File: src/rtl/icache_pkg.sv
// ============================================================================
// Module      : icache_pkg
// Description : Shared types for the direct-mapped instruction cache.
// Revision    : 1.0
// ============================================================================
`default_nettype none

package icache_pkg;

    localparam int IC_IDX_W = 4;
    localparam int IC_TAG_W = 30 - IC_IDX_W;

    typedef struct packed {
        logic [IC_TAG_W-1:0] tag;
        logic [IC_IDX_W-1:0] idx;
        logic [1:0]          bytoff;
    } icachef_t;

    typedef struct packed {
        logic                valid;
        logic [IC_TAG_W-1:0] tag;
        logic [31:0]         data;
    } icache_frame_t;

    typedef enum logic [0:0] {
        IDLE  = 1'b0,
        FETCH = 1'b1
    } icache_state_t;

endpackage

`default_nettype wire

File: src/rtl/icache_frame_array.sv
// ============================================================================
// Module      : icache_frame_array
// Description : Flop-based frame storage, one combinational read port and one
//               write port; valid bits clear on reset.
// Revision    : 1.0
// ============================================================================
`default_nettype none

module icache_frame_array
    import icache_pkg::*;
#(
    parameter int SETS  = 16,
    parameter int IDX_W = $clog2(SETS),
    parameter int TAG_W = 30 - IDX_W
) (
    input  logic             CLK,
    input  logic             nRST,
    input  logic [IDX_W-1:0] rd_idx_i,
    output logic             rd_valid_o,
    output logic [TAG_W-1:0] rd_tag_o,
    output logic [31:0]      rd_data_o,
    input  logic             wen_i,
    input  logic [IDX_W-1:0] wr_idx_i,
    input  logic [TAG_W-1:0] wr_tag_i,
    input  logic [31:0]      wr_data_i
);

    logic [SETS-1:0]  valid_q;
    logic [TAG_W-1:0] tag_q  [SETS];
    logic [31:0]      data_q [SETS];

    always_ff @(posedge CLK) begin
        if (!nRST) begin
            valid_q <= '0;
        end else if (wen_i) begin
            valid_q[wr_idx_i] <= 1'b1;
        end
    end

    // Tag/data have no reset; a write coinciding with reset is dropped anyway.
    always_ff @(posedge CLK) begin
        if (nRST && wen_i) begin
            tag_q[wr_idx_i]  <= wr_tag_i;
            data_q[wr_idx_i] <= wr_data_i;
        end
    end

    assign rd_valid_o = valid_q[rd_idx_i];
    assign rd_tag_o   = tag_q[rd_idx_i];
    assign rd_data_o  = data_q[rd_idx_i];

endmodule

`default_nettype wire

File: src/rtl/icache_dm.sv
// ============================================================================
// Module      : icache_dm
// Description : Direct-mapped read-only instruction cache, one word per frame.
//               Define ICACHE_STATS_EN to add saturating hit/miss counters.
// Revision    : 1.0
// ============================================================================
`default_nettype none

module icache_dm
    import icache_pkg::*;
#(
    parameter int SETS = 16
) (
    input  logic        CLK,
    input  logic        nRST,
    input  logic        imemREN,
    input  logic [31:0] imemaddr,
    output logic        ihit,
    output logic [31:0] imemload,
    output logic        iREN,
    output logic [31:0] iaddr,
    input  logic        iwait,
    input  logic [31:0] iload
`ifdef ICACHE_STATS_EN
    ,
    output logic [31:0] hit_count,
    output logic [31:0] miss_count
`endif
);

    localparam int IDX_W = $clog2(SETS);
    localparam int TAG_W = 30 - IDX_W;

    localparam logic [0:0] S_IDLE  = IDLE;
    localparam logic [0:0] S_FETCH = FETCH;

    logic [0:0]       state_q, state_d;
    logic [29:0]      maddr_q, maddr_d;

    logic [IDX_W-1:0] w_idx;
    logic [TAG_W-1:0] w_tag;
    logic             w_rd_valid;
    logic [TAG_W-1:0] w_rd_tag;
    logic [31:0]      w_rd_data;
    logic             w_hit;
    logic             w_miss;
    logic             w_fill;
    logic             w_bytoff_unused;

    assign w_idx           = imemaddr[IDX_W+1:2];
    assign w_tag           = imemaddr[31:IDX_W+2];
    assign w_bytoff_unused = ^imemaddr[1:0];

    icache_frame_array #(
        .SETS  (SETS),
        .IDX_W (IDX_W),
        .TAG_W (TAG_W)
    ) u_frames (
        .CLK        (CLK),
        .nRST       (nRST),
        .rd_idx_i   (w_idx),
        .rd_valid_o (w_rd_valid),
        .rd_tag_o   (w_rd_tag),
        .rd_data_o  (w_rd_data),
        .wen_i      (w_fill),
        .wr_idx_i   (maddr_q[IDX_W-1:0]),
        .wr_tag_i   (maddr_q[29:IDX_W]),
        .wr_data_i  (iload)
    );

    assign w_hit  = (state_q == S_IDLE) && imemREN && w_rd_valid && (w_rd_tag == w_tag);
    assign w_miss = (state_q == S_IDLE) && imemREN && !w_hit;
    assign w_fill = (state_q == S_FETCH) && !iwait;

    always_comb begin
        state_d = state_q;
        maddr_d = maddr_q;
        case (state_q)
            S_IDLE: begin
                if (w_miss) begin
                    state_d = S_FETCH;
                    maddr_d = imemaddr[31:2];
                end
            end
            S_FETCH: begin
                // The fetch ignores imemaddr from here on; a redirect is seen after the fill.
                if (!iwait) begin
                    state_d = S_IDLE;
                end
            end
            default: state_d = S_IDLE;
        endcase
    end

    always_ff @(posedge CLK) begin
        if (!nRST) begin
            state_q <= S_IDLE;
            maddr_q <= '0;
        end else begin
            state_q <= state_d;
            maddr_q <= maddr_d;
        end
    end

    assign ihit     = w_hit;
    assign imemload = w_hit ? w_rd_data : 32'h0;
    assign iREN     = (state_q == S_FETCH);
    assign iaddr    = {maddr_q, 2'b00};

`ifdef ICACHE_STATS_EN
    logic [31:0] hit_cnt_q;
    logic [31:0] miss_cnt_q;

    always_ff @(posedge CLK) begin
        if (!nRST) begin
            hit_cnt_q  <= '0;
            miss_cnt_q <= '0;
        end else begin
            if (w_hit && (hit_cnt_q != 32'hFFFF_FFFF)) begin
                hit_cnt_q <= hit_cnt_q + 32'd1;
            end
            if (w_miss && (miss_cnt_q != 32'hFFFF_FFFF)) begin
                miss_cnt_q <= miss_cnt_q + 32'd1;
            end
        end
    end

    assign hit_count  = hit_cnt_q;
    assign miss_count = miss_cnt_q;
`endif

endmodule

`default_nettype wire

File: config.mk
export PLATFORM = sky130hd
export DESIGN_NAME = icache_dm
export DESIGN_NICKNAME = d
export VERILOG_FILES = /design/src/rtl/icache_pkg.sv /design/src/rtl/icache_frame_array.sv /design/src/rtl/icache_dm.sv
export SDC_FILE = /design/constraint.sdc
export NUM_CORES = 1
export LEC_CHECK = 0
export CAP_MARGIN = 20
export CORE_ASPECT_RATIO = 2
export CORE_UTILIZATION = 40
export DETAILED_ROUTE_END_ITERATION = 16
export PLACE_DENSITY = 0.52
export SLEW_MARGIN = 20
export SYNTH_ARGS = -nofsm -noshare
export SYNTH_HDL_FRONTEND = slang
export SYNTH_SLANG_ARGS = --single-unit
File: constraint.sdc
create_clock -name CLK -period 9.55 [get_ports CLK]
set_input_delay 0.955 -clock CLK [delete_from_list [all_inputs] [get_ports CLK]]
set_output_delay 0.955 -clock CLK [all_outputs]
set_load 0.02 [all_outputs]
==> flow_summary_export.csv <==
group,metric,value,unit
min_path,holdPathStages,1,
pwr,p_sw,0.00188,W
status,outcome,"complete, no violations",
logic_synthesis,yosysTopAreaCellShare,72.3,%
drt,finalWirelength,95.5,mm
cts,cts_resized,0,
cts,clk-insertion-delay-late,0.67,ns
pwr,max-vdd-ir-drop,0.133,mV
pwr,power_frac_comb,5.5,%
timing,period_needed,6.83,ns
logic_synthesis,synth_area_leader_cell,"edfxtp_1",
setup_path,reg2reg_depth,9,
cts,cts_tree,"done",
logic_synthesis,syn_area,38600,sq um
layout,final_net_count,2031,
setup_path,arrival,5.88,ns
setup_path,cp-end-kind,"primary output",
drt,first_iter_violations,1610,
pwr,p_int,0.00693,W
drt,route.detailed.drc,0,
layout,drive_above_1_share,22.6,%
setup_path,required,8.60,ns
timing,fin_crit_sh,71.5,%
grt,grt.total_usage,19.8,%
layout,area_delta_synth_final,14.3,%
cts,cts_buffers,85,
floorplan,die_h,441,um
drt,first_pass_iters,5,
timing,holdWs,0.455,ns
cts,post-cts-setup-buffer-count,0,
timing,max_freq,146,MHz
cts,clk_root_buffer_cell,"clkbuf_16",
layout,layout_common_cells,"edfxtp_1 (928), mux4_2 (246), clkdlybuf4s50_1 (124)",
timing,tns,0,ns
pwr,p_clk_share,40.0,%
logic_synthesis,avgSynthCellArea,21.3,sq um
setup_path,crit_fanout,37,
grt,overflow,0,
grt,grt_pass1_vias,19992,
place,numPortBuffers,129,
cts,cts_sinks,975,
setup_path,worst_path_max_delay_cell,"and3_2",
pwr,swShare,21.3,%
drt,vias,18840,
logic_synthesis,ys_types,67,
pwr,p_leak,14.0,nW
grt,antenna_found_initial,6,
logic_synthesis,synthCells,1807,
floorplan,die_w,222,um
floorplan,num_rows,160,
min_path,worst_hold_path_type,"reg2reg",
timing,finalSetupViolCount,0,
logic_synthesis,async_flop_share,0,%
timing,relSlewSlack,24.9,%
run,cap_violations,0,
grt,grt_start_max_net_pins,87,
cts,htreeDepth,3,
cts,cts_buffer_depth,3,
logic_synthesis,synth_seq_cells,975,
timing,drv_slew,0,
logic_synthesis,synth_warnings,0,
pwr,pwr-share-seq,54.5,%
pwr,powerDensity,200,nW/um^2
timing,clock_skew,0.0257,ns
setup_path,max_stage_delay,0.78,ns
cts,cts_hold_buffers,0,
timing,rsz0062_at_grt,"false",
place,gp_congestion,0.800,
floorplan,ios,134,
place,dp_hpwl,51.6,mm
drt,wl_per_cell,29.4,um
setup_path,crit_chain,"buf_2 > buf_4 > inv_4 > buf_4 > mux2i_1 > mux2i_1 > xor2_1 > or4b_1 > nor4_1 > and3_2 > and2_1 > clkdlybuf4s50_1",
grt,grt_pass1_wl,138,mm
drt,drtAntennaViolNets,0,
setup_path,crit_type,"in2out",
logic_synthesis,synth_seq_area_share,74.7,%
timing,tightestPinTransition,1.12,ns
floorplan,start_util,40.5,%
drt,viasPerCell,5.80,
setup_path,cp-start-kind,"input port",
floorplan,dieArea,97700,sq um
timing,hold_viol,0,
layout,layout_commonest_cell,"edfxtp_1",
floorplan,core_area,95300,sq um
cts,clk_pin_slew,0.07,ns
logic_synthesis,synth_edf_count,928,
logic_synthesis,ys.flop_type,"edfxtp_1",
logic_synthesis,netlist_top_cells_area,"edfxtp_1 (72%), mux4_2 (14%), dfxtp_1 (2.4%)",
==> flip-flops by register name, summed over array words and instances, names as in the netlist <==
register	flops
maddr_q	30
iREN	1
u_frames.valid_q	16
u_frames.tag_q	416
u_frames.data_q	512
==> synth_stat cells, drive strengths merged, types with 7 or more instances <==
| cell type | count |
|---|---|
| a21o | 17 |
| nand2b | 9 |
| and2 | 37 |
| xor2 | 10 |
| nor2b | 9 |
| clkbuf | 42 |
| dfxtp | 47 |
| mux2 | 7 |
| o21ai | 15 |
| nor2 | 24 |
| edfxtp | 928 |
| mux4 | 256 |
| nand4b | 30 |
| nand4 | 67 |
| mux2i | 53 |
| o2111ai | 32 |
| buf | 74 |
| a22oi | 9 |
| xnor2 | 18 |
| nand2 | 43 |
| nor3 | 9 |
| a21oi | 7 |
==> layer usage <==
metal	track usage, %	wire length [um]
met1	24.0	37500
met2	35.7	50900
met3	3.43	4410
met4	6.46	2570
met5	0	55
==> power groups by stage <==
stage	registers, W	clock network, W	logic, W
3_5_place_dp	0.00490	0	0.000494
3_3_place_gp	0.00489	0	0.000488
6_report	0.00480	0.00353	0.000484
2_1_floorplan	0.00489	0	0.000278
5_1_grt	0.00481	0.00374	0.000520
4_1_cts	0.00480	0.00361	0.000495
==> stage by stage <==
stage	util [%]	worst slack, ns	total power, W	instances	instance area (sq um)
finish	46.3	2.72	0.00881	3247	44100
global placement	43.3	2.53	0.00538	3089	41200
global route	46.3	2.37	0.00907	3247	44100
floorplan	-	3.50	0.00517	1808	38600
CTS	46.3	2.55	0.00891	3246	44100
detailed placement	43.3	2.57	0.00539	3091	41300
==> cell type report <==
cell class              count  area (sq um)
clock buffers             105          2260
multi-input cells         712          9170
fillers                  8013         51200
repair buffers            185          1760
well taps                1215          1520
inverters                   4          17.5
diodes                      1          2.50
clock inverters            50           532
flip-flops and latches    975         28800
==> worst max-delay path, delay by kind of cell <==
family	cells	cell delay, ns
and+or+nand+nor	4	1.95
buffers and inverters	5	2.25
muxes	2	0.40
xor gates and xnor gates	1	0.20
==> logic make-up after synthesis <==
family,Yosys count,share of synthesized area [%]
DFF,975,74.7
muxes,316,16.6
and+or+nand+nor,254,3.96
buffers and inverters,121,1.84
AOI/OAI and AO/OA,112,2.22
xor gates and xnor gates,28,0.636
other,1,0.00973
==> final timing paths <==
kind	endpoint	slack (ns)	start
max	imemload[28]	2.72	imemaddr[5]
min	u_frames.valid_q[13]	0.46	u_frames.valid_q[13]
max reg2reg	maddr_q[22]	5.66	u_frames.tag_q[10][0]
min reg2reg	u_frames.valid_q[13]	0.46	u_frames.valid_q[13]
Note: power is estimated with default switching activity, not from simulation.
